[src/rtl/pipe_hazard_ctrl.sv]
// Hazard and stall controller for the four-stage (IF, ID, EX, WB) 8-bit pipeline.
// Drives the pipeline-register enables, bubbles and flushes, and the operand forwarding selects.
// Sequences multi-cycle data-memory accesses using a req/ack handshake with a timeout.
// Counts stall cycles in a saturating counter.
module pipe_hazard_ctrl #(
    parameter int unsigned MEM_TIMEOUT = 15,
    parameter int unsigned CNT_W       = 8
) (
    input  logic             clk,
    input  logic             reset,
    input  logic             id_valid,
    input  logic [2:0]       id_rs1,
    input  logic [2:0]       id_rs2,
    input  logic             id_use1,
    input  logic             id_use2,
    input  logic             ex_valid,
    input  logic [2:0]       ex_rd,
    input  logic             ex_regwrite,
    input  logic             ex_memread,
    input  logic             ex_memwrite,
    input  logic             ex_branch_taken,
    input  logic             wb_valid,
    input  logic             wb_regwrite,
    input  logic [2:0]       wb_rd,
    input  logic             mem_ack,
    output logic             pc_en,
    output logic             ifid_en,
    output logic             ifid_flush,
    output logic             idex_bubble,
    output logic             ex_hold,
    output logic             wb_bubble,
    output logic [1:0]       fwd_a,
    output logic [1:0]       fwd_b,
    output logic             mem_req,
    output logic             mem_err,
    output logic [CNT_W-1:0] stall_cnt
);

    typedef enum logic {StRun, StMemWait} state_e;

    localparam logic [7:0]       TimeoutVal = 8'(MEM_TIMEOUT);
    localparam logic [CNT_W-1:0] CntMax     = {CNT_W{1'b1}};
    localparam logic [CNT_W-1:0] CntOne     = {{(CNT_W-1){1'b0}}, 1'b1};

    state_e           state_q, state_d;
    logic [7:0]       wcnt_q, wcnt_d;
    logic [CNT_W-1:0] stall_q, stall_d;

    logic mem_access;
    logic mem_stall;
    logic branch;
    logic load_use;
    logic timeout;
    logic ex_fwd_ok;
    logic wb_fwd_ok;

    assign mem_access = ex_valid & (ex_memread | ex_memwrite);
    assign mem_stall  = mem_access & ~mem_ack;
    assign branch     = ex_valid & ex_branch_taken;
    assign load_use   = ex_valid & ex_memread & id_valid &
                        ((id_use1 & (ex_rd == id_rs1)) | (id_use2 & (ex_rd == id_rs2)));
    // Only meaningful in StMemWait; wcnt is 0 in StRun.
    assign timeout    = ~mem_ack & (wcnt_q == TimeoutVal);
    // A load result is not available in EX, so it can only be forwarded from WB.
    assign ex_fwd_ok  = ex_valid & ex_regwrite & ~ex_memread;
    assign wb_fwd_ok  = wb_valid & wb_regwrite;

    assign stall_cnt  = stall_q;

    // State, wait counter and stall counter registers.
    always_ff @(posedge clk or negedge reset) begin
        if (!reset) begin
            state_q <= StRun;
            wcnt_q  <= '0;
            stall_q <= '0;
        end else begin
            state_q <= state_d;
            wcnt_q  <= wcnt_d;
            stall_q <= stall_d;
        end
    end

    // Next-state logic: enter the wait on an unacknowledged access, and leave it on ack or timeout.
    always_comb begin
        state_d = state_q;
        wcnt_d  = wcnt_q;
        case (state_q)
            StRun: begin
                if (mem_stall) begin
                    state_d = StMemWait;
                    wcnt_d  = 8'd1;
                end
            end
            StMemWait: begin
                if (mem_ack || timeout) begin
                    state_d = StRun;
                    wcnt_d  = '0;
                end else begin
                    wcnt_d = wcnt_q + 8'd1;
                end
            end
            default: begin
                state_d = StRun;
                wcnt_d  = '0;
            end
        endcase
    end

    // Saturating count of cycles in which the PC is frozen.
    always_comb begin
        stall_d = stall_q;
        if (!pc_en && (stall_q != CntMax)) begin
            stall_d = stall_q + CntOne;
        end
    end

    // Mealy outputs: the hazard priority is memory wait, then branch, then load-use.
    // While reset is asserted, the outputs are forced to the reset values.
    always_comb begin
        pc_en       = 1'b1;
        ifid_en     = 1'b1;
        ifid_flush  = 1'b0;
        idex_bubble = 1'b0;
        ex_hold     = 1'b0;
        wb_bubble   = 1'b0;
        mem_req     = 1'b0;
        mem_err     = 1'b0;

        if (ex_fwd_ok && (ex_rd == id_rs1)) begin
            fwd_a = 2'b01;
        end else if (wb_fwd_ok && (wb_rd == id_rs1)) begin
            fwd_a = 2'b10;
        end else begin
            fwd_a = 2'b00;
        end

        if (ex_fwd_ok && (ex_rd == id_rs2)) begin
            fwd_b = 2'b01;
        end else if (wb_fwd_ok && (wb_rd == id_rs2)) begin
            fwd_b = 2'b10;
        end else begin
            fwd_b = 2'b00;
        end

        case (state_q)
            StRun: begin
                mem_req = mem_access;
                if (mem_stall) begin
                    pc_en     = 1'b0;
                    ifid_en   = 1'b0;
                    ex_hold   = 1'b1;
                    wb_bubble = 1'b1;
                end else if (branch) begin
                    ifid_flush  = 1'b1;
                    idex_bubble = 1'b1;
                end else if (load_use) begin
                    pc_en       = 1'b0;
                    ifid_en     = 1'b0;
                    idex_bubble = 1'b1;
                end
            end
            StMemWait: begin
                mem_req = 1'b1;
                pc_en   = 1'b0;
                ifid_en = 1'b0;
                // The ack or timeout cycle releases EX, and branch and load-use wait one cycle.
                if (mem_ack || timeout) begin
                    mem_err = timeout;
                end else begin
                    ex_hold   = 1'b1;
                    wb_bubble = 1'b1;
                end
            end
            default: begin
                pc_en = 1'b0;
            end
        endcase

        if (!reset) begin
            pc_en       = 1'b0;
            ifid_en     = 1'b0;
            ifid_flush  = 1'b1;
            idex_bubble = 1'b1;
            wb_bubble   = 1'b1;
            ex_hold     = 1'b0;
            mem_req     = 1'b0;
            mem_err     = 1'b0;
            fwd_a       = 2'b00;
            fwd_b       = 2'b00;
        end
    end

endmodule

[config.mk]
export PLATFORM = sky130hd
export DESIGN_NAME = pipe_hazard_ctrl
export DESIGN_NICKNAME = d
export VERILOG_FILES = /design/src/rtl/pipe_hazard_ctrl.sv
export SDC_FILE = /design/constraint.sdc
export NUM_CORES = 1
export LEC_CHECK = 0
export BUFFER_PORTS_ARGS = -buffer_cell sky130_fd_sc_hd__buf_2
export CAP_MARGIN = 20
export CORE_MARGIN = 2
export CORE_UTILIZATION = 39
export CTS_CLUSTER_DIAMETER = 60
export DETAILED_ROUTE_END_ITERATION = 12
export GPL_TIMING_DRIVEN = 0
export PLACE_DENSITY_LB_ADDON = 0.05
export SYNTH_ARGS = -nofsm -noshare
export SYNTH_HDL_FRONTEND = slang
export SYNTH_SLANG_ARGS = --single-unit
[constraint.sdc]
create_clock -name clk -period 2.5 [get_ports clk]
set_input_delay 0.25 -clock clk [delete_from_list [all_inputs] [get_ports clk]]
set_output_delay 0.25 -clock clk [all_outputs]
set_load 0.1 [all_outputs]
==> results_dict.tcl <==
set metrics [dict create \
    tns_ns 0 \
    synthCells 130 \
    clockBufferDepth 2 \
    boundaryPins 45 \
    insertion_delay_ns 0.29 \
    clk_pin_slew_ns 0.12 \
    power_density_nw_per_um2 1090 \
    min_period_ns 2.27 \
    core_area_um2 2810 \
    min_path_type "in -> reg" \
    finalWorstSetupSlack_ns 0.227 \
    die_x_um 58.9 \
    fmax_ghz 0.440 \
    synth.distinct_cells 35 \
    stdcell_count 210 \
    synth-edff-count 0 \
    critPathRequiredTime_ns 2.25 \
    avgSynthCellArea_um2 9.05 \
    synth_area_um2 1180 \
    cp-start-kind "flop" \
    setup_viol_count_final 0 \
    syn_nets 157 \
    overflow 0 \
    drt-initial-drc-count 41 \
    crit_family "flip-flops" \
    start_util_pct 41.9 \
    drc_errors 5 \
    root_buffer "clkbuf_4" \
    synth_seq_cells 17 \
    place.gp.congestion 0.788 \
    report.final.slew_viol_count 0 \
    nets 207 \
    total_power_mw 1.63 \
    vias_per_cell 5.24 \
    dieArea_um2 3470 \
    cap_viol_max_count 0 \
    area_growth_pct 27.0 \
    port_buffers 44 \
    fin_worst_skew_ns 0.0135 \
    detailed_place_hpwl_mm 2.07 \
    ir_worst_vdd_mv 1.14 \
    nFillCells 281 \
    wl_per_cell_um 12.8 \
    cp_num_buf_inv 1 \
    cts_sinks 17 \
    fin_crit_sh_pct 90.9 \
    grt_pass1_wl_mm 4.52 \
    htree_levels 1 \
    async_flop_share_pct 100 \
    rsz0062_at_grt "false" \
    outcome "finished, violations left" \
    tritoncts "yes" \
    drtPass1Iterations 8 \
    cp-end-kind "output port" \
    synth_ff_type "dfrtp_1" \
    cp_slowest_stage_delay_ns 0.45 \
    arrival_ns 2.02 \
    drive_above_1_share_pct 36.3 \
    cts_setup_buffers 0 \
    crit_type "reg -> out" \
    grt_util_all_layers_pct 17.1 \
    power.leakage_nw 0.716 \
    relSlewSlack_pct 48.6 \
    grt_max_degree 18 \
    hold_viol 0 \
    diodes 0 \
    cts_buffers 3 \
    routed_wl_mm 2.69 \
    whs_ns 0.409 \
    preCtsSetupSlack_ns 0.271 \
    cp_max_fo 5 \
    worst_pin_slew_ns 0.768 \
    row_count 19 \
    crit_path_top_delay_cell "dfrtp_1" \
    crit_chain "ha_1, nand4b_1, o21ai_1, a21oi_1, and2_1, clkbuf_4" \
    synth_seq_area_share_pct 36.2 \
    place_inst 205 \
    antenna_found_initial 0 \
    failed_checks "design-rule violations" \
    die_y_um 58.9 \
    ant_nets 0 \
    yosysWarningCount 0 \
    grt_pass1_vias 1011 \
    route.vias.total 1101 \
]
[state kept, by name, summed over array words and instances (netlist names)]
| register | flops |
|---|---|
| wcnt_q | 8 |
| state_q | 1 |
| stall_cnt | 8 |
[cells in the final DEF, fill, tap and decap left out, drive strengths merged, types with 4 or more instances in the layout]
cell    netlist  routed
a21oi         7       7
and3          8       8
buf           3      45
clkbuf        0       5
dfrtp        17      17
nand2        12      12
nand2b        4       4
nand3         7       7
nor2          9       9
o211ai        4       4
o21ai        14      14
xnor2        12      12
xor2          7       7
[Yosys cell counts, drive strengths merged (3+ instances only)]
cell / instances / area share, %
o21ai: 14 / 6.3
xor2: 7 / 5.2
xnor2: 12 / 8.9
nand3: 7 / 3.0
a21oi: 7 / 4.3
nand2b: 4 / 2.1
o211ai: 4 / 3.4
inv: 3 / 0.96
nand2: 12 / 3.8
mux2: 3 / 3.5
dfrtp: 17 / 36
and3: 8 / 4.4
o21a: 3 / 1.9
nor2: 9 / 2.9
buf: 3 / 1.7
[final timing paths]
check	from	to	slack, ns	cells past startpoint
max in group asynchronous	reset	stall_cnt[5]	1.31	2
worst max-delay path	wcnt_q[0]	ex_hold	0.23	6
worst max register to register	wcnt_q[0]	wcnt_q[4]	0.79	7
worst min-delay path	mem_ack	state_q	0.41	4
min in group asynchronous	reset	wcnt_q[4]	0.69	2
worst min register to register	stall_cnt[5]	stall_cnt[5]	0.49	1
[timing repair]
action                                 CTS  global route
resized for setup                        0             3
hold buffers                             1             0
setup endpoints to repair                0             2
endpoints found under the hold margin   17             0
[layout make-up]
type | count | area (µm²) | area share [%]
multi-input cells | 107 | 736 | 49.2
inverters | 3 | 11.3 | 0.754
plain buffers | 3 | 20.0 | 1.34
well taps | 31 | 38.8 | 2.60
clock inverters | 1 | 5.00 | 0.335
repair buffers | 45 | 235 | 15.7
flip-flops and latches | 17 | 425 | 28.5
clock buffers | 3 | 22.5 | 1.51
[worst reg2reg max path, stage by stage, from the launching register on]
cell and delay, ns:
dfrtp_1 0.44, ha_1 0.24, nand4b_1 0.22, o211ai_2 0.24, buf_4 0.19, nor2_1 0.05
o21ai_0 0.13, o21ai_0 0.10
[power by group]
| part | total, mW | internal, mW | switching (mW) |
|---|---|---|---|
| registers | 0.471 | 0.361 | 0.110 |
| clock network | 0.152 | 0.0594 | 0.0927 |
| logic | 1.01 | 0.241 | 0.766 |
[through the flow]
stage                     instance area (µm²)  utilization [%]
after CTS                                1490             53.1
after global routing                     1490             53.3
final                                    1490             53.3
after detailed placement                 1450             51.7
after global placement                   1450             51.7
after floorplan                          1190                -
[kinds of logic (layout without fill, tap and decap cells)]
logic type | Yosys count | count (layout) | share of synthesized area [%]
simple gates | 52 | 52 | 23.4
buf+inv | 6 | 55 | 2.66
xor+xnor | 19 | 19 | 14.1
fa+ha+maj | 2 | 2 | 2.13
mux | 3 | 3 | 3.51
flops | 17 | 17 | 36.2
compound gates | 31 | 31 | 18.0
[routing by layer]
layer	track usage (%)	wire length, µm
met5	0	0
met4	3.90	16
met3	3.52	161
met2	26.7	1230
met1	24.3	1280
No activity file was read; power rests on OpenSTA's default activity.
